==> src/rtl/riscv_pkg.sv <==
// riscv_pkg -- shared types and constants for the sequential divider.
//   XLEN         default operand width
//   DIV_TAG_W    default request/response tag width
//   div_state_t  divider control states
package riscv_pkg;

    localparam int XLEN      = 32;
    localparam int DIV_TAG_W = 5;

    typedef enum logic [1:0] {
        IDLE  = 2'd0,
        CALC  = 2'd1,
        FIXUP = 2'd2,
        RESP  = 2'd3
    } div_state_t;

endpackage

==> src/rtl/seq_divider_step.sv <==
// div_nr_step -- one combinational non-restoring division step.
//   acc       current partial remainder (WIDTH+1 bits, two's complement)
//   q_msb     next dividend bit shifted into the accumulator
//   divisor   divisor magnitude
//   acc_next  partial remainder after the add/subtract
//   q_bit     quotient bit produced by this step
module div_nr_step #(
    parameter int WIDTH = 32
) (
    input  logic [WIDTH:0]   acc,
    input  logic             q_msb,
    input  logic [WIDTH-1:0] divisor,
    output logic [WIDTH:0]   acc_next,
    output logic             q_bit
);

    logic [WIDTH:0] shifted;

    always_comb begin
        shifted = {acc[WIDTH-1:0], q_msb};
        // A negative partial remainder is repaired by adding on the next
        // step instead of restoring it now.
        if (acc[WIDTH]) begin
            acc_next = shifted + {1'b0, divisor};
        end else begin
            acc_next = shifted - {1'b0, divisor};
        end
        q_bit = ~acc_next[WIDTH];
    end

endmodule

==> src/rtl/seq_divider.sv <==
// seq_divider -- multi-cycle signed/unsigned integer divider, one
// non-restoring step per clock, with valid/ready request and response.
//   clk, reset_n             clock, asynchronous active-low reset
//   flush                    synchronous abort of the operation in flight
//   req_valid/req_ready      request handshake
//   req_signed, req_rem      signed operation; return remainder
//   req_dividend/divisor     operands
//   req_tag                  opaque tag echoed on the response
//   resp_valid/resp_ready    response handshake
//   resp_data/tag/dbz        result, echoed tag, divide-by-zero flag
//   busy                     high whenever the controller is not IDLE
// Build option: define DIV_EARLY_OUT_EN to skip the iteration for
// divide-by-zero, signed overflow and |dividend| < |divisor|.
module seq_divider
    import riscv_pkg::*;
#(
    parameter int WIDTH = XLEN,
    parameter int TAG_W = DIV_TAG_W
) (
    input  logic             clk,
    input  logic             reset_n,
    input  logic             flush,
    input  logic             req_valid,
    output logic             req_ready,
    input  logic             req_signed,
    input  logic             req_rem,
    input  logic [WIDTH-1:0] req_dividend,
    input  logic [WIDTH-1:0] req_divisor,
    input  logic [TAG_W-1:0] req_tag,
    output logic             resp_valid,
    input  logic             resp_ready,
    output logic [WIDTH-1:0] resp_data,
    output logic [TAG_W-1:0] resp_tag,
    output logic             resp_dbz,
    output logic             busy
);

    localparam int CNT_W = $clog2(WIDTH) + 1;

    div_state_t       state, state_next;
    logic [WIDTH:0]   acc;
    logic [WIDTH-1:0] quo;
    logic [WIDTH-1:0] dvs;
    logic [CNT_W-1:0] cnt;
    logic             q_neg, r_neg, rem_sel, dbz, early;
    logic [TAG_W-1:0] tag;

    logic             accept;
    logic             a_neg, b_neg;
    logic [WIDTH-1:0] a_mag, b_mag;
    logic             early_hit;
    logic [WIDTH-1:0] load_quo;
    logic [WIDTH:0]   load_acc;

    logic [WIDTH:0]   step_acc;
    logic             step_q;
    logic [WIDTH-1:0] rem_mag, quo_fix, rem_fix;

    assign req_ready  = (state == IDLE) && !flush;
    assign accept     = req_valid && req_ready;
    assign busy       = (state != IDLE);
    assign resp_valid = (state == RESP);

    assign a_neg = req_signed & req_dividend[WIDTH-1];
    assign b_neg = req_signed & req_divisor[WIDTH-1];
    assign a_mag = a_neg ? -req_dividend : req_dividend;
    assign b_mag = b_neg ? -req_divisor  : req_divisor;

`ifdef DIV_EARLY_OUT_EN
    logic ovf;
    assign ovf = req_signed && (req_dividend == {1'b1, {(WIDTH-1){1'b0}}})
                            && (req_divisor == '1);
    assign early_hit = (b_mag == '0) || ovf || (a_mag < b_mag);
    // Preload the final magnitudes so FIXUP sees the same registers the
    // full iteration would have left behind.
    assign load_quo  = (early_hit && ovf) ? a_mag : (early_hit ? '0 : a_mag);
    assign load_acc  = (early_hit && !ovf) ? {1'b0, a_mag} : '0;
`else
    assign early_hit = 1'b0;
    assign load_quo  = a_mag;
    assign load_acc  = '0;
`endif

    div_nr_step #(.WIDTH(WIDTH)) u_step (
        .acc      (acc),
        .q_msb    (quo[WIDTH-1]),
        .divisor  (dvs),
        .acc_next (step_acc),
        .q_bit    (step_q)
    );

    // Final correction: repair a negative remainder, then apply signs.
    // Divide-by-zero leaves |dividend| as remainder, which the sign
    // correction turns back into the original dividend.
    assign rem_mag = acc[WIDTH] ? (acc[WIDTH-1:0] + dvs) : acc[WIDTH-1:0];
    assign quo_fix = dbz ? '1 : (q_neg ? -quo : quo);
    assign rem_fix = r_neg ? -rem_mag : rem_mag;

    always_comb begin
        // NOTE: default first so no path through the case infers a latch.
        state_next = state;
        case (state)
            IDLE:    if (accept) state_next = CALC;
            CALC:    if (early || cnt == CNT_W'(1)) state_next = FIXUP;
            FIXUP:   state_next = RESP;
            RESP:    if (resp_ready) state_next = IDLE;
            default: state_next = IDLE;
        endcase
        if (flush && state != IDLE) begin
            state_next = IDLE;
        end
    end

    // NOTE: non-blocking assignments so every register samples pre-edge values.
    always_ff @(posedge clk or negedge reset_n) begin
        if (!reset_n) begin
            state <= IDLE;
        end else begin
            state <= state_next;
        end
    end

    always_ff @(posedge clk or negedge reset_n) begin
        if (!reset_n) begin
            acc       <= '0;
            quo       <= '0;
            dvs       <= '0;
            cnt       <= '0;
            q_neg     <= 1'b0;
            r_neg     <= 1'b0;
            rem_sel   <= 1'b0;
            dbz       <= 1'b0;
            early     <= 1'b0;
            tag       <= '0;
            resp_data <= '0;
            resp_tag  <= '0;
            resp_dbz  <= 1'b0;
        end else begin
            if (accept) begin
                acc     <= load_acc;
                quo     <= load_quo;
                dvs     <= b_mag;
                cnt     <= CNT_W'(WIDTH);
                q_neg   <= a_neg ^ b_neg;
                r_neg   <= a_neg;
                rem_sel <= req_rem;
                dbz     <= (req_divisor == '0);
                early   <= early_hit;
                tag     <= req_tag;
            end else if (state == CALC && !early) begin
                acc <= step_acc;
                quo <= {quo[WIDTH-2:0], step_q};
                cnt <= cnt - CNT_W'(1);
            end
            if (state == FIXUP && !flush) begin
                resp_data <= rem_sel ? rem_fix : quo_fix;
                resp_tag  <= tag;
                resp_dbz  <= dbz;
            end
        end
    end

endmodule

==> config.mk <==
export PLATFORM = sky130hd
export DESIGN_NAME = seq_divider
export DESIGN_NICKNAME = d
export VERILOG_FILES = /design/src/rtl/riscv_pkg.sv /design/src/rtl/seq_divider_step.sv /design/src/rtl/seq_divider.sv
export SDC_FILE = /design/constraint.sdc
export NUM_CORES = 1
export LEC_CHECK = 0
export ABC_CLOCK_PERIOD_IN_PS = 6300
export BUFFER_PORTS_ARGS = -buffer_cell sky130_fd_sc_hd__clkbuf_2
export CAP_MARGIN = 10
export CORE_MARGIN = 2
export CORE_UTILIZATION = 50
export DETAILED_ROUTE_END_ITERATION = 8
export PLACE_DENSITY = 0.78
export SLEW_MARGIN = 30
export SYNTH_ARGS = -nofsm -noshare
export SYNTH_HDL_FRONTEND = slang
export SYNTH_SLANG_ARGS = --single-unit
==> constraint.sdc <==
create_clock -name clk -period 6.3 [get_ports clk]
set_clock_uncertainty 0.15 [all_clocks]
set_input_delay 0.63 -clock clk [delete_from_list [all_inputs] [get_ports clk]]
set_output_delay 0.63 -clock clk [all_outputs]
set_load 0.1 [all_outputs]
==> results_dict.tcl, run 1 <==
set metrics [dict create \
    hold_violations 0 \
    syn-num-nets 1884 \
    synthTopCellsByArea "dfrtp_1 (28%), ha_1 (6.8%), xor2_1 (6.5%)" \
    core_mm2 0.0270 \
    synth_top_area_frac 0.276 \
    final_max_slew_viol_count 0 \
    avgSynthCellArea_um2 7.96 \
    dr.pass1.iters 5 \
    grt_remaining_overflow 0 \
    synthTopCellsByCount "nand2_1 (219), dfrtp_1 (152), nor2_1 (148), o21ai_0 (134), a21oi_1 (112)" \
    fillers 2493 \
    multi_input_area_mm2 0.00945 \
    wl_met1_um 18000 \
    seq_area_frac_synth 0.276 \
    fin_crit_sh 0.817 \
    ys_async_sr_fraction 1.00 \
    wl_met2_um 18400 \
    start_util 0.510 \
    r2r_start "dvs[2]" \
    synth-edff-count 0 \
    highest_layer "met4" \
    met3_length_um 1940 \
    netlist.top_cell.by_area "dfrtp_1" \
    report.final.setup_viol 0 \
    die_h_um 170 \
    io_buffers 116 \
    maxSlewHeadroom 0.336 \
    status "finished, final reports clean" \
    critical_path_class "flop to flop" \
    dieArea_mm2 0.0289 \
    design_area_mm2 0.0152 \
    reg2regPathDepth 15 \
    cts_root_buf "clkbuf_16" \
    ys_ff_latch 152 \
    cts_buffers 17 \
    cts.path.max_buffers 2 \
    setup_tns_ns 0 \
    ioPinCount 117 \
    grt_setup_unrepaired "false" \
    place_congestion 0.957 \
    seq_area_mm2 0.00381 \
    placed_area_mm2 0.0145 \
    wl_um 39200 \
    grt_pass1_vias 12200 \
    cts_setup_buffers 0 \
    synthCells 1731 \
    antenna_found_initial 0 \
    syn_area_mm2 0.0138 \
    vias 13300 \
    synth.most_common_cell "nand2_1" \
    fin_nets 1935 \
    cp-start-kind "flop" \
    final.min_clock_period_ns 5.14 \
    synth-main-ff-cell "dfrtp_1" \
    post-dp-hpwl_um 29600 \
    reg2reg_to "quo[0]" \
    grt_usage 0.274 \
    post_drt_wl_per_cell_um 18.3 \
    grt_pass1_wl_um 64100 \
    via_per_inst 6.20 \
    max_cap_viol_count 0 \
    clk_latency_ns 0.44 \
    fmax_ghz 0.194 \
    arrival_ns 5.32 \
    fp.dieW_um 170 \
    ctsHtreeMaxLevel 4 \
    crit_path_end_kind "flop" \
    drive_gt1_frac 0.109 \
    drc 0 \
    hold_path.class "primary input to async pin" \
    grt_max_degree 96 \
    final_antenna_net_count 0 \
    rrSetupSlack_ns 1.16 \
    path_clk_slew_ns 0.07 \
    drt_iter0_markers 1073 \
    cts_hold_buf 0 \
    yosysWarnings 0 \
    cts_tree "built" \
    worstPathMaxFanout 7 \
    cts.repair.resized 0 \
    cp.required_ns 6.47 \
    syn2layout_area_growth_pct 10.1 \
    cts_sinks 152 \
    cp-startpoint "dvs[2]" \
    tightest_slew_ns 0.987 \
    rows 60 \
    synth.distinct_cells 77 \
]
==> worst max-delay path by stage <==
stage	endpoint
after CTS	quo[0]
after global routing	quo[0]
after global placement	quo[0]
after detailed placement	quo[0]
final	quo[0]
after floorplan	quo[0]
==> metal layers <==
metal	vias up	GRT usage
met1	6382	0.387
li1	6368	-
met4	0	0.0825
met2	438	0.446
met5	-	0
met3	66	0.0277
==> stage by stage <==
step	setup WS [ns]	std cells	utilization	hold WS, ns
floorplan	0.752	1731	-	0.184
global placement	1.45	2104	0.538	0.295
detailed placement	1.31	2104	0.538	0.306
CTS	1.26	2136	0.561	0.179
global route	0.836	2136	0.562	0.165
finish	1.16	2137	0.562	0.0840
==> cell type report <==
cell class	count	share of cell area
diodes	1	0.000165
clock buffers	17	0.0280
clock inverters	15	0.0136
inverters	52	0.0129
multi-input cells	1433	0.623
flip-flops and latches	152	0.251
well taps	341	0.0281
repair buffers	126	0.0438
==> flip-flops by register name (all words and copies together), names as in the netlist, 2 cells and up <==
signal     count
tag            5
cnt            6
dvs           32
resp_tag       5
acc           33
state          2
quo           32
resp_data     32
==> cell families (layout without fill, tap and decap cells) <==
logic type	count (synthesis)	after routing	share of synthesized area
AOI/OAI and AO/OA	500	500	0.240
xor gates and xnor gates	180	180	0.114
adders and majority gates	77	77	0.0710
buffers and inverters	146	210	0.0404
DFF	152	152	0.276
muxes	69	69	0.0506
other	0	1	0
and+or+nand+nor	607	607	0.208
==> cell usage in the layout, fill, tap and decap left out, drive strengths merged, types with 6 or more instances in the layout <==
master  netlist  final
dfrtp       152    152
nand2       219    219
o41ai        15     15
o211ai       12     12
or4          13     13
buf          20     10
a21o         49     49
xor2        103    103
nor3b         8      8
nand3b        6      6
clkbuf       74    133
o21ai       142    142
o21a         13     13
and3          9      9
a221oi       22     22
nor4         21     21
nor2b        15     15
or2           7      7
o31ai        26     26
o21bai        6      6
xnor2        77     77
nor3         48     48
a211oi       17     17
or3          21     21
nand4        16     16
a21oi       113    113
ha           75     75
and2         12     12
a21boi        6      6
nand2b       18     18
mux2i        64     64
o221ai        6      6
a31oi        22     22
nand3        31     31
nor2        148    148
inv          52     59
==> worst max-delay path, cell delays in order (launching register included) <==
cell and delay, ns:
dfrtp_1 0.44, nor2_1 0.23, nand4b_1 0.17, nor3_1 0.22, nand2b_1 0.15, nor3_1 0.70
nor2_1 0.12, xnor2_1 0.16, ha_1 0.35, a21o_1 0.20, or3_1 0.38, o21ai_0 0.54
o211ai_1 0.29, a31oi_1 0.42, a211oi_1 0.16, o32a_1 0.34
Power of run 1 is left out: the tool's default activity adds up to more than one toggle a clock period on the data nets, which glitch-free logic cannot reach.
==> inputs of run 2 (changes only) <==
ABC_CLOCK_PERIOD_IN_PS = 4950   (was 6300)
clock period = 4.95 ns   (was 6.3 ns; I/O delays follow)
==> results_dict.tcl, run 2 (synthesis gave the netlist of run 1 again) <==
set metrics [dict create \
    largest-register "acc" \
    grt_pass1_wl_um 64700 \
    status "finished, final reports clean" \
    post-dp-hpwl_um 30200 \
    crit_path_end_kind "flop" \
    path_clk_slew_ns 0.07 \
    dieArea_mm2 0.0289 \
    fillers 2457 \
    cp.required_ns 5.12 \
    drt_iter0_markers 1157 \
    wl_met1_um 17700 \
    r2r_start "acc[0]" \
    core_mm2 0.0270 \
    critical_path_class "flop to flop" \
    multi_input_area_mm2 0.00945 \
    antenna_found_initial 1 \
    cp-start-kind "flop" \
    tightest_slew_ns 0.871 \
    reg2reg_to "resp_data[31]" \
    grt_remaining_overflow 0 \
    highest_layer "met5" \
    rrSetupSlack_ns 0.27 \
    dr.pass1.iters 8 \
    maxSlewHeadroom 0.417 \
    worstPathMaxFanout 6 \
    via_per_inst 6.18 \
    grt_setup_unrepaired "false" \
    final_antenna_net_count 0 \
    hold_depth 3 \
    ioPinCount 117 \
    vias 13300 \
    syn2layout_area_growth_pct 10.7 \
    grt_max_degree 87 \
    final_max_slew_viol_count 0 \
    antenna_cells 0 \
    holdPathEnd "tag[1]" \
    cts_buffers 17 \
    cts_tree "built" \
    post_drt_wl_per_cell_um 18.3 \
    min_from "req_tag[1]" \
    cts_setup_buffers 0 \
    ctsHtreeMaxLevel 4 \
    die_h_um 170 \
    rows 60 \
    cts_sinks 152 \
    wl_um 39400 \
    seq_area_mm2 0.00381 \
    hold_violations 0 \
    place_congestion 0.949 \
    fin_crit_sh 0.945 \
    cp-startpoint "acc[0]" \
    cts_root_buf "clkbuf_16" \
    wl_met2_um 18400 \
    drive_gt1_frac 0.117 \
    clk_latency_ns 0.45 \
    final_cell_mix "nand2_1 (218), dfrtp_1 (149), nor2_1 (148)" \
    largest_reg_flops 33 \
    arrival_ns 4.85 \
    grt_usage 0.277 \
    fmax_ghz 0.214 \
    fp.dieW_um 170 \
    setup_tns_ns 0 \
    max_cap_viol_count 0 \
    grt_pass1_vias 12500 \
    final.min_clock_period_ns 4.68 \
    reg2regPathDepth 13 \
    hold_path.class "primary input to flop" \
    met3_length_um 2030 \
    start_util 0.510 \
    io_buffers 116 \
    cts.path.max_buffers 2 \
    report.final.setup_viol 0 \
    final_common_cell "nand2_1" \
    drc 0 \
    fin_nets 1952 \
]
run 2: worst max-delay path by stage:
stage	end	slack [ns]	cells past startpoint
after floorplan	quo[0]	0.07	23
after global placement	quo[0]	0.34	16
after detailed placement	quo[0]	0.25	16
after CTS	quo[0]	0.21	16
after global routing	resp_data[24]	0.07	13
final	resp_data[31]	0.27	13
run 2: metrics by stage:
stage	area, um^2	worst slack, ns	util	instances	hold WS (ns)
5_1_grt	15300	0.0728	0.565	2153	0.0849
4_1_cts	15300	0.212	0.564	2153	0.0769
6_report	15300	0.274	0.565	2153	0.0850
3_3_place_gp	14700	0.342	0.543	2120	0.294
2_1_floorplan	13800	0.0651	-	1731	0.0494
3_5_place_dp	14700	0.246	0.543	2120	0.300
run 2: cell type report:
| cell class | instances | area share |
|---|---|---|
| Timing Repair Buffer | 143 | 0.0527 |
| Multi-Input combinational cell | 1433 | 0.619 |
| Tap cell | 341 | 0.0280 |
| Clock inverter | 14 | 0.00967 |
| Inverter | 52 | 0.0128 |
| Sequential cell | 152 | 0.249 |
| Clock buffer | 18 | 0.0281 |
run 2: what timing repair did:
| action | 4_1_cts | 5_1_grt |
|---|---|---|
| endpoints found under the hold margin | 19 | 0 |
| resized for setup | 0 | 2 |
| hold buffers | 1 | 0 |
| setup endpoints to repair | 0 | 4 |
run 2: per-layer routing:
layer,vias up,global-route usage
li1,6427,-
met1,6381,0.381
met2,427,0.449
met3,75,0.0363
met4,2,0.0951
met5,-,0
run 2: critical path, stage by stage, from the launching register on:
cell and delay [ns]:
dfrtp_1 0.44, ha_1 0.28, fa_1 0.44, a211o_1 0.31, a21oi_1 0.31, nor4_1 0.15, o41ai_2 0.53, a31oi_1 0.15
nand3b_1 0.25, a211o_1 0.32, or4_4 0.57, o41ai_2 0.24, nor3_1 0.09, or3_1 0.34
Power of run 2 is left out for the same reason.
